==> config.mk <==
export PLATFORM = sky130hd
export DESIGN_NAME = esc_pwm_multi
export DESIGN_NICKNAME = d
export VERILOG_FILES = /design/src/rtl/esc_pkg.sv /design/src/rtl/esc_pwm_chan.sv /design/src/rtl/esc_pwm_multi.sv
export SDC_FILE = /design/constraint.sdc
export NUM_CORES = 1
export LEC_CHECK = 0
export BUFFER_PORTS_ARGS = -buffer_cell sky130_fd_sc_hd__buf_2
export CAP_MARGIN = 20
export CORE_MARGIN = 4
export CORE_UTILIZATION = 45
export CTS_CLUSTER_DIAMETER = 200
export DETAILED_ROUTE_END_ITERATION = 8
export SYNTH_ARGS = -nofsm -noshare
export SYNTH_HDL_FRONTEND = slang
export SYNTH_HIERARCHICAL = 1
export SYNTH_SLANG_ARGS = --single-unit
==> constraint.sdc <==
create_clock -name clk -period 5.05 [get_ports clk]
set_clock_uncertainty 0.05 [all_clocks]
set_input_delay 0.505 -clock clk [delete_from_list [all_inputs] [get_ports clk]]
set_output_delay 0.505 -clock clk [all_outputs]
set_load 0.05 [all_outputs]
==> src/rtl/esc_pkg.sv <==
// Shared constants and the pulse-width helper for the multi-channel ESC PWM generator.
package esc_pkg;

  localparam int unsigned DEF_NUM_CH         = 4;
  localparam int unsigned DEF_SPEED_W        = 11;
  localparam int unsigned DEF_MIN_PULSE      = 6250;
  localparam int unsigned DEF_GAIN           = 3;
  localparam int unsigned DEF_MAX_SPEED      = 2047;
  localparam int unsigned DEF_PERIOD_CYC     = 25000;
  localparam int unsigned DEF_TIMEOUT_FRAMES = 8;

  // High time in clk cycles for a given (already saturated) speed command.
  function automatic int unsigned pulse_len(
    input int unsigned speed,
    input int unsigned min_pulse = DEF_MIN_PULSE,
    input int unsigned gain      = DEF_GAIN
  );
    return min_pulse + gain * speed;
  endfunction

endpackage

==> src/rtl/esc_pwm_chan.sv <==
// One ESC channel: saturating speed capture, double-buffered pend/active
// speeds, and the pulse comparator driving the registered PWM pin.
module esc_pwm_chan
  import esc_pkg::*;
#(
  parameter int unsigned SPEED_W   = DEF_SPEED_W,
  parameter int unsigned MIN_PULSE = DEF_MIN_PULSE,
  parameter int unsigned GAIN      = DEF_GAIN,
  parameter int unsigned MAX_SPEED = DEF_MAX_SPEED,
  parameter int unsigned CNT_W     = 15
) (
  input  logic               clk,
  input  logic               rst_n,
  input  logic               wrt,
  input  logic [SPEED_W-1:0] speed,
  input  logic [CNT_W-1:0]   cnt,
  input  logic               load,
  input  logic               force_idle,
  output logic               pwm
);

  localparam logic [SPEED_W-1:0] SAT_MAX = SPEED_W'(MAX_SPEED);

  logic [SPEED_W-1:0] sat_s;
  logic [SPEED_W-1:0] pend_d, pend_q;
  logic [SPEED_W-1:0] active_d, active_q;
  logic [SPEED_W-1:0] eff_s;
  logic [CNT_W-1:0]   pulse_s;
  logic               pwm_d, pwm_q;

  // Clip the command, stage it in pend, and hand it to active at the frame load
  // (a write landing on the load cycle bypasses pend so it is not lost).
  always_comb begin
    if (speed > SAT_MAX) begin
      sat_s = SAT_MAX;
    end else begin
      sat_s = speed;
    end
    if (wrt) begin
      pend_d = sat_s;
    end else begin
      pend_d = pend_q;
    end
    if (load) begin
      if (wrt) begin
        active_d = sat_s;
      end else begin
        active_d = pend_q;
      end
    end else begin
      active_d = active_q;
    end
  end

  // Pulse compare; once the pin has fallen in a frame it stays low until the
  // next frame start, so late arm/timeout changes can only shorten a pulse.
  always_comb begin
    if (force_idle) begin
      eff_s = '0;
    end else begin
      eff_s = active_q;
    end
    pulse_s = CNT_W'(pulse_len(32'(eff_s), MIN_PULSE, GAIN));
    if (cnt == '0) begin
      pwm_d = (cnt < pulse_s);
    end else if (pwm_q) begin
      pwm_d = (cnt < pulse_s);
    end else begin
      pwm_d = 1'b0;
    end
  end

  // Channel state registers; reset drops the pin immediately.
  always_ff @(posedge clk or negedge rst_n) begin
    if (!rst_n) begin
      pend_q   <= '0;
      active_q <= '0;
      pwm_q    <= 1'b0;
    end else begin
      pend_q   <= pend_d;
      active_q <= active_d;
      pwm_q    <= pwm_d;
    end
  end

  assign pwm = pwm_q;

endmodule

==> src/rtl/esc_pwm_multi.sv <==
// Frame-synchronous multi-channel ESC PWM generator: shared frame counter,
// command-timeout failsafe and frame-start strobe, one esc_pwm_chan per motor.
module esc_pwm_multi
  import esc_pkg::*;
#(
  parameter int unsigned NUM_CH         = DEF_NUM_CH,
  parameter int unsigned SPEED_W        = DEF_SPEED_W,
  parameter int unsigned MIN_PULSE      = DEF_MIN_PULSE,
  parameter int unsigned GAIN           = DEF_GAIN,
  parameter int unsigned MAX_SPEED      = DEF_MAX_SPEED,
  parameter int unsigned PERIOD_CYC     = DEF_PERIOD_CYC,
  parameter int unsigned TIMEOUT_FRAMES = DEF_TIMEOUT_FRAMES
) (
  input  logic                      clk,
  input  logic                      rst_n,
  input  logic [NUM_CH-1:0]         wrt,
  input  logic [NUM_CH*SPEED_W-1:0] SPEED,
  input  logic                      arm,
  output logic [NUM_CH-1:0]         PWM,
  output logic                      frm_start,
  output logic                      timed_out
);

  localparam int unsigned        CNT_W    = $clog2(PERIOD_CYC);
  localparam int unsigned        TO_W     = $clog2(TIMEOUT_FRAMES + 1);
  localparam logic [CNT_W-1:0]   CNT_LAST = CNT_W'(PERIOD_CYC - 1);
  localparam logic [TO_W-1:0]    TO_MAX   = TO_W'(TIMEOUT_FRAMES);

  logic [CNT_W-1:0] cnt_d, cnt_q;
  logic             load_s;
  logic             any_wrt_s;
  logic             force_idle_s;
  logic [TO_W-1:0]  tout_d, tout_q;
  logic             timed_out_d, timed_out_q;
  logic             wrt_seen_d, wrt_seen_q;
  logic             frm_start_d, frm_start_q;

  // Frame counter wraps at PERIOD_CYC-1; that last cycle is the frame load.
  always_comb begin
    load_s = (cnt_q == CNT_LAST);
    if (load_s) begin
      cnt_d = '0;
    end else begin
      cnt_d = cnt_q + CNT_W'(1);
    end
    frm_start_d = (cnt_q == '0);
  end

  // Failsafe: count frame loads with no write since the previous load,
  // saturate at TIMEOUT_FRAMES and force idle; any write clears it at once.
  always_comb begin
    any_wrt_s   = |wrt;
    tout_d      = tout_q;
    timed_out_d = timed_out_q;
    if (any_wrt_s) begin
      tout_d      = '0;
      timed_out_d = 1'b0;
    end else if (load_s && !wrt_seen_q) begin
      if (tout_q != TO_MAX) begin
        tout_d = tout_q + TO_W'(1);
      end else begin
        tout_d = tout_q;
      end
      if (tout_d == TO_MAX) begin
        timed_out_d = 1'b1;
      end else begin
        timed_out_d = timed_out_q;
      end
    end else begin
      tout_d      = tout_q;
      timed_out_d = timed_out_q;
    end
    // A write on the load cycle is credited to that load, not the next one.
    if (load_s) begin
      wrt_seen_d = 1'b0;
    end else if (any_wrt_s) begin
      wrt_seen_d = 1'b1;
    end else begin
      wrt_seen_d = wrt_seen_q;
    end
    force_idle_s = !arm || timed_out_q;
  end

  // Shared frame and failsafe registers; out of reset the outputs idle until a write.
  always_ff @(posedge clk or negedge rst_n) begin
    if (!rst_n) begin
      cnt_q       <= '0;
      tout_q      <= '0;
      timed_out_q <= 1'b1;
      wrt_seen_q  <= 1'b0;
      frm_start_q <= 1'b0;
    end else begin
      cnt_q       <= cnt_d;
      tout_q      <= tout_d;
      timed_out_q <= timed_out_d;
      wrt_seen_q  <= wrt_seen_d;
      frm_start_q <= frm_start_d;
    end
  end

  for (genvar i = 0; i < NUM_CH; i++) begin : g_ch
    esc_pwm_chan #(
      .SPEED_W   (SPEED_W),
      .MIN_PULSE (MIN_PULSE),
      .GAIN      (GAIN),
      .MAX_SPEED (MAX_SPEED),
      .CNT_W     (CNT_W)
    ) u_chan (
      .clk        (clk),
      .rst_n      (rst_n),
      .wrt        (wrt[i]),
      .speed      (SPEED[i*SPEED_W +: SPEED_W]),
      .cnt        (cnt_q),
      .load       (load_s),
      .force_idle (force_idle_s),
      .pwm        (PWM[i])
    );
  end

  assign frm_start = frm_start_q;
  assign timed_out = timed_out_q;

endmodule

Yosys cells after proc, flatten, opt, wreduce, memory -nomap -nowiden
Index checks and enable logic that the tools add are counted.
- register bits after elaboration: 114
- latch bits: 0
- bits in writable memories: 0
- ROM bits: 0
- bits of input ports: 51
- memories kept: 0
- add/sub/neg operators: 6
- $mul: 4
- divide/modulo/power cells: 0
- order comparisons: 8
- equality and inequality tests: 3
- shift-type cells: 0
- muxes and demuxes: 31
- bitwise operators: 0
- reductions and logical operators: 10
- operators with widths (cell ; count):
    11-bit 2-to-1 mux ; 12
    15-bit less-than comparator ; 4
    13-bit by 13-bit adder with 14-bit output (first input constant) ; 4
    2-bit by 11-bit multiplier with 13-bit output (first input constant) ; 4
    11-bit > comparator (second input constant) ; 4
    4-bit 2-to-1 mux ; 5
    15-bit by 1-bit adder with 15-bit output (second input constant) ; 1
    15-bit equality test (second input constant) ; 1
    15-bit logical NOT ; 1
    15-bit 2-to-1 mux ; 1
    1-bit 2-to-1 mux ; 13
    2-bit nonzero test ; 3
    4-bit by 1-bit adder with 4-bit output (second input constant) ; 1
    4-bit equality test (second input constant) ; 1
    4-bit != test (second input constant) ; 1
    4-bit OR reduction ; 1
    1-bit logical NOT ; 2
    2-bit AND reduction ; 1
    1-bit logical AND ; 1
    1-bit logical OR ; 1

Depth between registers and ports, before layout
Gate-level depths: netlist (run 1).
- word-level depth: 8
- depth in mapped cells: 17
- gate-level depth less buffers: 17

Modules after synthesis
The synthesis (run 1) kept the hierarchy.
- modules (own cells, without submodules) (module ; times used ; cells each ; area each (um^2) ; seq. area each (um^2)):
    esc_pwm_chan at g_ch[0].u_chan ... ; 3 ; 191 ; 1889.3 ; 575.6
    esc_pwm_chan at g_ch[3].u_chan ; 1 ; 180 ; 1820.5 ; 575.6
    esc_pwm_multi ; 1 ; 117 ; 1171.1 ; 551.8

Worst setup path before layout (run 1)
No wires, ideal clock.
- path kind: register to register
- from: register timed_out_q, in the netlist timed_out
- to: register g_ch[0].u_chan.pwm_q
- library setup time: 0.063 ns
- arrival time: 4.152 ns
- slack: 0.784 ns
- stages on the path, launching flop included: 16
- buffers on the path: 1
- period minus slack after synthesis: 4.266 ns
- path through: dfstp_2 -> inv_1 -> nand2_1 -> clkbuf_1 -> nor2_1 -> ha_1 -> fa_1 -> a21oi_1 -> o2111ai_1 -> a31oi_1 -> mux2i_1 -> ha_1 -> and4_1 -> a2111oi_0 -> o211ai_1 -> o21ba_2
- cells in the longest elaborated chain, start to end: 7
- RTL lines (item ; line ; text):
    start: declaration ; esc_pwm_multi.sv:34 ; logic timed_out_d, timed_out_q;
    start signal: assignment ; esc_pwm_multi.sv:95 ; timed_out_q <= timed_out_d;
    1-bit logical OR (*) ; esc_pwm_multi.sv:81 ; force_idle_s = !arm || timed_out_q;
    named net force_idle_s ; esc_pwm_multi.sv:32 ; logic force_idle_s;
    11-bit 2-to-1 mux (*) ; esc_pwm_chan.sv:58 ; if (force_idle) begin
    2-bit by 11-bit multiplier with 13-bit output (*) ; esc_pkg.sv:18 ; return min_pulse + gain * speed;
    13-bit by 13-bit adder with 14-bit output (*) ; esc_pkg.sv:18 ;
    15-bit less-than comparator (*) ; esc_pwm_chan.sv:65, esc_pwm_chan.sv:67 ;
    1-bit 2-to-1 mux ; esc_pwm_chan.sv:66 ; end else if (pwm_q) begin
    1-bit 2-to-1 mux (*) ; esc_pwm_chan.sv:64 ; if (cnt == '0) begin
    named net g_ch[0].u_chan.pwm_d ; esc_pwm_chan.sv:29 ; logic pwm_d, pwm_q;
    end signal: assignment ; esc_pwm_chan.sv:82 ; pwm_q <= pwm_d;
    end: declaration ; esc_pwm_chan.sv:29 ;
The timed path passes the listed nets; every way through them passes the cells marked *.
A chain may end at the register's enable or synchronous reset.

Worst setup path in the final report (run 1)
- from: register timed_out_q, in the netlist timed_out
- to: register g_ch[2].u_chan.pwm_q
- cells in the longest elaborated chain, start to end: 7
- RTL lines (item ; line):
    1-bit logical OR (*) ; esc_pwm_multi.sv:81
    named net force_idle_s ; esc_pwm_multi.sv:32
    11-bit 2-to-1 mux (*) ; esc_pwm_chan.sv:58
    2-bit by 11-bit multiplier with 13-bit output (*) ; esc_pkg.sv:18
    13-bit by 13-bit adder with 14-bit output (*) ; esc_pkg.sv:18
    15-bit less-than comparator (*) ; esc_pwm_chan.sv:65, esc_pwm_chan.sv:67
    1-bit 2-to-1 mux ; esc_pwm_chan.sv:66
    1-bit 2-to-1 mux (*) ; esc_pwm_chan.sv:64
    named net g_ch[2].u_chan.pwm_d ; esc_pwm_chan.sv:29
    end signal: assignment ; esc_pwm_chan.sv:82
    end: declaration ; esc_pwm_chan.sv:29
Marks and branches as above.

==> results of run 1 <==
## final cells by class
class / count / area, µm² / area share
clock buffers: 23 / 478 / 0.0489
flip-flops and latches: 114 / 2850 / 0.292
clock inverters: 9 / 57.6 / 0.00589
repair buffers: 62 / 328 / 0.0336
multi-input cells: 675 / 5500 / 0.563
inverters: 60 / 225 / 0.0231
well taps: 260 / 325 / 0.0333
## synthesized netlist by cell type (all sizes together) (23+ instances only)
library cell,number
xor2,32
nand2b,23
nand3,34
a21oi,47
o21ai,23
dfrtp,113
xnor2,28
nand2,27
ha,116
mux2,84
nor2,70
inv,60
## critical path, stage by stage (launching register included)
cell and delay, ns:
sky130_fd_sc_hd__dfstp_2 0.52, sky130_fd_sc_hd__inv_1 0.06, sky130_fd_sc_hd__nand2_2 0.45, sky130_fd_sc_hd__buf_4 0.33
sky130_fd_sc_hd__nor2_1 0.08, sky130_fd_sc_hd__ha_1 0.24, sky130_fd_sc_hd__fa_1 0.41, sky130_fd_sc_hd__a21oi_1 0.25
sky130_fd_sc_hd__o2111ai_1 0.21, sky130_fd_sc_hd__a31oi_1 0.24, sky130_fd_sc_hd__mux2i_1 0.23, sky130_fd_sc_hd__ha_1 0.28
sky130_fd_sc_hd__and4_1 0.20, sky130_fd_sc_hd__a2111oi_0 0.41, sky130_fd_sc_hd__o211ai_1 0.13, sky130_fd_sc_hd__o21ba_2 0.25
## per-stage QoR
stage / instance area, µm² / power (µW) / util / worst slack (ns)
after floorplan: 8660 / 1050 / - / 0.784
after global placement: 9230 / 1110 / 0.490 / 0.664
after detailed placement: 9230 / 1110 / 0.490 / 0.614
after CTS: 9770 / 2220 / 0.519 / 0.648
after global routing: 9770 / 2280 / 0.519 / 0.291
final: 9770 / 2180 / 0.519 / 0.621
## flip-flops by register name, summed over array words and instances (netlist names)
register / flops
timed_out: 1
wrt_seen_q: 1
g_ch.u_chan/pend_q: 44
cnt_q: 15
tout_q: 4
g_ch.u_chan/active_q: 44
g_ch.u_chan/pwm: 4
frm_start: 1
## power breakdown
part	internal [µW]	leakage [µW]	switching [µW]
registers	949	0.00143	7.54
clock network	661	0.000251	430
logic	63.5	0.00312	69.2
total	1670	0.00480	507
## worst paths after layout
kind	from	to	slack (ns)
max	timed_out$_DFFE_PN1P_	g_ch[2].u_chan/pwm$_DFF_PN0_	0.62
min	rst_n	g_ch[2].u_chan/active_q[5]$_DFFE_PN0P_	0.20
max reg2reg	timed_out$_DFFE_PN1P_	g_ch[2].u_chan/pwm$_DFF_PN0_	0.62
min reg2reg	g_ch[0].u_chan/pend_q[9]$_DFF_PN0_	g_ch[0].u_chan/pend_q[9]$_DFF_PN0_	0.44
max in group asynchronous	rst_n	g_ch[0].u_chan/active_q[9]$_DFFE_PN0P_	3.68
min in group clk	SPEED[42]	g_ch[3].u_chan/pend_q[9]$_DFF_PN0_	0.28
## logic make-up after synthesis
logic type	count (synthesis)	share of synthesized area
XOR/XNOR	60	0.0607
flip-flops	114	0.330
multiplexers	92	0.118
adder cells (fa/ha/maj)	120	0.177
AND/OR/NAND/NOR	260	0.164
buffers and inverters	81	0.0366
AO/OA/AOI/OAI	143	0.114
## metal layers
layer	track usage	share of wire	up-vias
met5	0	0	-
met4	0.0503	0.010	0
met3	0.0361	0.031	16
met2	0.282	0.47	96
met1	0.221	0.49	3120
li1	-	-	3268
==> impl_summary.md, run 1 <==
Outcome
The run finished with clean final reports.

Timing
The final number of hold-violating endpoints is 0. The count of pins over their slew limit is 0. The setup TNS after final layout is 0 ns.

Setup repair after global routing left no endpoint under its margin. Across all hold checks on the routed design, the worst slack comes to 0.199 ns. Headroom to the max-slew limit came out at 0.359.

The clock period minus final worst setup slack is 4.43 ns. The maximum clock frequency is 226 MHz. The fraction of the cycle the final worst path needs is 0.877. Setup violations remaining at the end of the flow were counted as 0.

The transition time of the tightest slew-check pin is 0.962 ns.

Placed design
The total of buffers placed on input and output ports is 56. The number of placed instances with taps included is 1,171. The placed wire-length estimate is 12.1 mm. The last weighted congestion value of the routability-driven placer is 0.807.

Synthesis
Of the post-synthesis cell area, the dominant cell type holds 0.327. Synthesis instantiated 62 different standard cells from the library. Synthesis inferred 114 register bits. The area of the mapped netlist is 8660 µm².

The Yosys step of the flow raised 6 warnings. Among all flip-flop cells after synthesis, the most frequent one is sky130_fd_sc_hd__dfrtp_1. The number of enable-type register cells in the synthesized netlist is 0.

Synthesis produced 870 cells. The cell type with the highest aggregate area in the netlist is sky130_fd_sc_hd__dfrtp_1. Yosys attributes the largest share of cell area to sky130_fd_sc_hd__dfrtp_1, sky130_fd_sc_hd__ha_1, sky130_fd_sc_hd__mux2_2. The average footprint of a synthesized cell is 9.95 µm². Counting every net in the synthesized netlist gives 1,041. The sequential fraction of the synthesis area is 0.330.

In the synthesized netlist the async set-or-reset flop fraction comes to 1.00.

Routing
The post-detailed-routing wire length is 17.5 mm. The pre-antenna-repair detailed-routing pass consisted of 5 iterations. The number of remaining DRC errors is 0.

After the first detailed-routing iteration, the DRC count stood at 249. The remaining number of nets flagged by the antenna check after routing is 0. After detailed routing, the number of vias per cell comes to 5.40.

Across all layers, the routed design uses 6,500 vias. In the final routed layout, each cell accounts on average for 14.6 µm.

Power
The analysis attributes to cell leakage a power of 0.00480 µW. The power per cell area is 223 nW/µm². The largest voltage drop on the vdd net is 0.000247 V.

Layout
Of the cells placed in the final design, the portion with a size suffix greater than 1 is 0.206. The diode insertion count for antenna repair is 0. The top cell types in the final layout, fill and taps aside, are sky130_fd_sc_hd__ha_1, sky130_fd_sc_hd__dfrtp_1, sky130_fd_sc_hd__mux2_2, sky130_fd_sc_hd__nor2_1, sky130_fd_sc_hd__inv_1. The count of cells in the finished layout, fillers not included, comes to 1,203.

The count of fill cells added during filler insertion is 1,724. The layout overhead on the synthesized area is 12.8%. Leaving out fill and tap cells, the most frequent cell in the layout is sky130_fd_sc_hd__ha_1. In the final design database the tool counted 1,101 nets.

CTS
The total number of clock tree sinks is 114. The number of cells upsized or downsized after cts is 0. Counting along the longest clock path gives a buffer depth of 2. CTS built an H-tree with a depth of 4. The root buffer cell chosen for the clock tree is sky130_fd_sc_hd__clkbuf_16. The number of setup buffers added after CTS is 0.

TritonCTS built the clock tree. Buffers inserted to repair hold after CTS numbered 0. The later pin in the worst-skew pair is clocked with a latency of 0.41 ns. The clock transition at the registers of the reported paths is 0.05 ns. Counting the buffers created by CTS gives 17.

Min path
The path class of the tightest hold or removal check is primary input to async pin.

Critical path
The signal arrival time at the worst endpoint is 4.73 ns. The kind of end point of the critical path is a register. The classification of the worst setup path is register to register. The cell count of the worst reg-to-reg path is 15. Data on the critical path is required at its endpoint by 5.35 ns. STA classifies the critical path startpoint as a register. In this run the worst path has a maximum fanout of 31.

Floorplan
In this run the core area contains 50 standard-cell rows. The region available for standard cell placement spans 18,800 µm². The count of boundary I/O pins is 57. In this run the horizontal extent of the chip is 147 µm. The floorplan step defined a die boundary enclosing 21,500 µm². The die height is 147 µm. The initial utilization of the core area, before any placement, comes to 0.460.

Global routing
The total routing usage reported by global routing is 0.169. The initial antenna violation count came to 0. The leftover overflow at the end of global routing is 0. The largest net degree at the start of global routing is 77. The via count of the first global-routing pass came to 6,378. The first global-routing pass estimated 30.1 mm of wire.

Run
The tool flagged a number of max-cap violations equal to 0.
(Power assumes the default switching activity.)
==> run 2: changes to the inputs <==
MAX_ROUTING_LAYER = met4   (was default)
clock period = 4.1 ns   (was 5.05 ns; I/O delays follow)
==> impl_summary.md, run 2 (same netlist as run 1, synthesis figures left out) <==
Power
The power per cell area is 278 nW/µm² (was 223 nW/µm²). The net switching fraction of the power is 0.226 (was 0.232). The static leakage is 0.00503 µW (was 0.00480 µW). The combinational group share of total power came to 0.063 (was 0.061). The switching power of the nets was 657 µW (was 507 µW). The internal power consumption is 2250 µW (was 1670 µW). The largest voltage drop on the vdd net is 0.000261 V (was 0.000247 V). The clock group share of total power was 0.531 (was 0.500).

The share of total power in sequential cells came to 0.406 (was 0.439).

Critical path
The required arrival time at the worst endpoint came to 4.39 ns (was 5.35 ns). The highest net fanout along the worst path is 6 (was 31). The master of the slowest instance on the critical path is sky130_fd_sc_hd__dfstp_2 (unchanged). The startpoint of the worst register-to-register path is timed_out$_DFFE_PN1P_ (unchanged).

The critical path launch point is timed_out$_DFFE_PN1P_ (unchanged). Cell Chain, Critical Path: clkinvlp_4, nand2_8, buf_4, buf_4, nand2b_1, ha_1, inv_1, ha_1, a21o_1, a2111oi_4, o21a_2, o21ai_2, xor2_1, ha_1, nand3_1, o22ai_1, or4_1, a21oi_1 (was inv_1, nand2_2, buf_4, nor2_1, ha_1, fa_1, a21oi_1, o2111ai_1, a31oi_1, mux2i_1, ha_1, and4_1, a2111oi_0, o211ai_1, o21ba_2). The combined buffer and inverter count along the critical path was 4 (was 2).

The kind of end point of the critical path is a register (unchanged). The critical path startpoint category is a register (unchanged). The classification of the worst setup path is register to register (unchanged). The highest cell delay on the worst timing path was 0.55 ns (was 0.52 ns).

The signal arrival time at the worst endpoint is 4.23 ns (was 4.73 ns). The cell with the most instances on the worst path is sky130_fd_sc_hd__ha_1 (unchanged). The critical path's top delay family is compound AO/OA/AOI/OAI gates (unchanged).

Outcome
Outcome: completed (unchanged).

Timing
The setup-violating endpoint count in the final report is 0 (unchanged). The transition time of the tightest slew-check pin is 0.847 ns (was 0.962 ns). The maximum clock frequency is 254 MHz (was 226 MHz). The final number of hold-violating endpoints is 0 (unchanged). The setup TNS after final layout is 0 ns (unchanged).

The hold slack is 0.0248 ns (was 0.199 ns). The fraction of the cycle the final worst path needs came to 0.962 (was 0.877). The clock period minus final worst setup slack is 3.94 ns (was 4.43 ns). The count of pins over their slew limit is 0 (unchanged). The worst-case headroom to the max-slew limit is 0.435 (was 0.359).

Global routing
The via count of the first global-routing pass is 6,596 (was 6,378). The leftover overflow at the end of global routing was 0 (unchanged). The first-pass GRT wire length is 31.0 mm (was 30.1 mm). The total routing usage reported by global routing came to 0.178 (was 0.169). The largest net degree at the start of global routing was 65 (was 77). The initial antenna violation count is 0 (unchanged).

CTS
The clock root buffer master is sky130_fd_sc_hd__clkbuf_16 (unchanged). The hold buffer count at cts is 0 (unchanged). The latest clock arrival within the worst-skew pair is 0.41 ns (about the same).

The H-tree depth reported by CTS is 4 (unchanged). The total number of clock tree sinks was 114 (unchanged). The clock transition at the registers of the reported paths came to 0.06 ns (was 0.05 ns). The TritonCTS clock tree is done (unchanged). The clock buffer count from CTS came to 17 (unchanged). The maximum buffer depth of the clock tree is 2 (unchanged).

Routing
The number of remaining DRC errors is 0 (unchanged). The via density per instance came to 5.41 (was 5.40). The detailed router's first-iteration violation count was 252 (was 249). The post-detailed-routing wire length is 18.8 mm (was 17.5 mm). The remaining number of nets flagged by the antenna check after routing is 0 (unchanged). The post-detailed-route wirelength per cell was 15.2 µm (was 14.6 µm). The count of vias placed by the detailed router came to 6,673 (was 6,500). The iteration count of the initial detailed-routing pass is 4 (was 5).

Layout
Registers with the highest flip-flop counts: g_ch.u_chan/active_q (44), g_ch.u_chan/pend_q (44), cnt_q (15) (unchanged). The layout overhead on the synthesized area is 20.5% (was 12.8%). The share of post-route cells with drive strength above 1 was 0.285 (was 0.206).

Commonest non-fill, non-tap cells in the layout: sky130_fd_sc_hd__dfrtp_1, sky130_fd_sc_hd__ha_1, sky130_fd_sc_hd__mux2_2, sky130_fd_sc_hd__nor2_1, sky130_fd_sc_hd__inv_1 (was sky130_fd_sc_hd__ha_1, sky130_fd_sc_hd__dfrtp_1, sky130_fd_sc_hd__mux2_2, sky130_fd_sc_hd__nor2_1, sky130_fd_sc_hd__inv_1). The cell area after layout is 10,400 µm² (was 9770 µm²). The final net count is 1,132 (was 1,101). The diode insertion count for antenna repair is 0 (unchanged). The leading cell type in the layout, fill and taps excluded is sky130_fd_sc_hd__dfrtp_1 (was sky130_fd_sc_hd__ha_1).

Floorplan
The die height was 147 µm (unchanged). The area of the die came to 21,500 µm² (unchanged). The initial core utilization came to 0.460 (unchanged).

The floorplan die width is 147 µm (unchanged). The count of boundary I/O pins is 57 (unchanged). The core outline area is 18,800 µm² (unchanged).

The placement row count was 50 (unchanged).

Placed design
The cell area after placement is 9390 µm² (was 9230 µm²). The placed wire-length estimate is 12.6 mm (was 12.1 mm). The total of buffers placed on input and output ports is 56 (unchanged). The last weighted congestion value of the routability-driven placer was 0.816 (was 0.807).

Run
The number of maximum-capacitance violations came to 0 (unchanged).

Min path
The type of the worst min-delay path is primary input to async pin (unchanged).
==> run 2: cell types whose count changed in the layout (fill, tap and decap cells not counted), moves of 4 or more <==
cell,change
sky130_fd_sc_hd__ha_2,+9
sky130_fd_sc_hd__a21oi_1,-5
sky130_fd_sc_hd__inv_1,-4
sky130_fd_sc_hd__buf_12,+4
sky130_fd_sc_hd__ha_1,-15
sky130_fd_sc_hd__a21oi_2,+4
sky130_fd_sc_hd__ha_4,+6
sky130_fd_sc_hd__buf_4,+23
==> run 2: layout make-up <==
| type | instances | area, µm² |
|---|---|---|
| tap | 260 | 325 |
| multi-input combinational | 676 | 5800 |
| inverter | 60 | 229 |
| timing repair buffer | 92 | 614 |
| sequential | 114 | 2850 |
| clock inverter | 13 | 159 |
| clock buffer | 19 | 453 |
| fill | 1660 | 8400 |
==> run 2: metrics by stage <==
stage | total power [µW] | cells | util | worst slack (ns)
finish | 2900 | 1234 | 0.554 | 0.157
global route | 3020 | 1234 | 0.554 | -0.0290
CTS | 2930 | 1222 | 0.532 | 0.00699
detailed placement | 1370 | 1190 | 0.499 | -0.0525
global placement | 1370 | 1190 | 0.499 | 0.104
floorplan | 1290 | 870 | - | 0.0758
==> run 2: worst paths after layout <==
check,endpoint,slack (ns),cells past startpoint
setup / recovery,g_ch[3].u_chan/pwm$_DFF_PN0_,0.16,18
hold / removal,g_ch[2].u_chan/active_q[5]$_DFFE_PN0P_,0.02,1
hold reg to reg,g_ch[0].u_chan/pend_q[2]$_DFF_PN0_,0.44,1
min in group clk,g_ch[0].u_chan/pend_q[8]$_DFF_PN0_,0.19,2
max in group asynchronous,g_ch[3].u_chan/pend_q[9]$_DFF_PN0_,3.11,2
setup reg to reg,g_ch[3].u_chan/pwm$_DFF_PN0_,0.16,18
==> run 2: power groups by stage <==
stage                     logic (µW)  registers [µW]  clock network, µW
after floorplan                 97.4            1200                  0
after global placement           170            1200                  0
after detailed placement         171            1200                  0
after CTS                        174            1180               1580
after global routing             210            1180               1630
final                            184            1180               1540
==> run 2: repair_timing <==
item / CTS / global route
resized for setup: 2 / 62
pin swaps: 0 / 21
cloned: 0 / 1
setup endpoints to repair: 2 / 4
buffers inserted: 0 / 11
==> run 2: per-layer routing <==
layer	share of wire	global-route usage
met4	0.0068	0.0423
met2	0.48	0.292
met3	0.038	0.0330
met5	0	-
met1	0.48	0.228
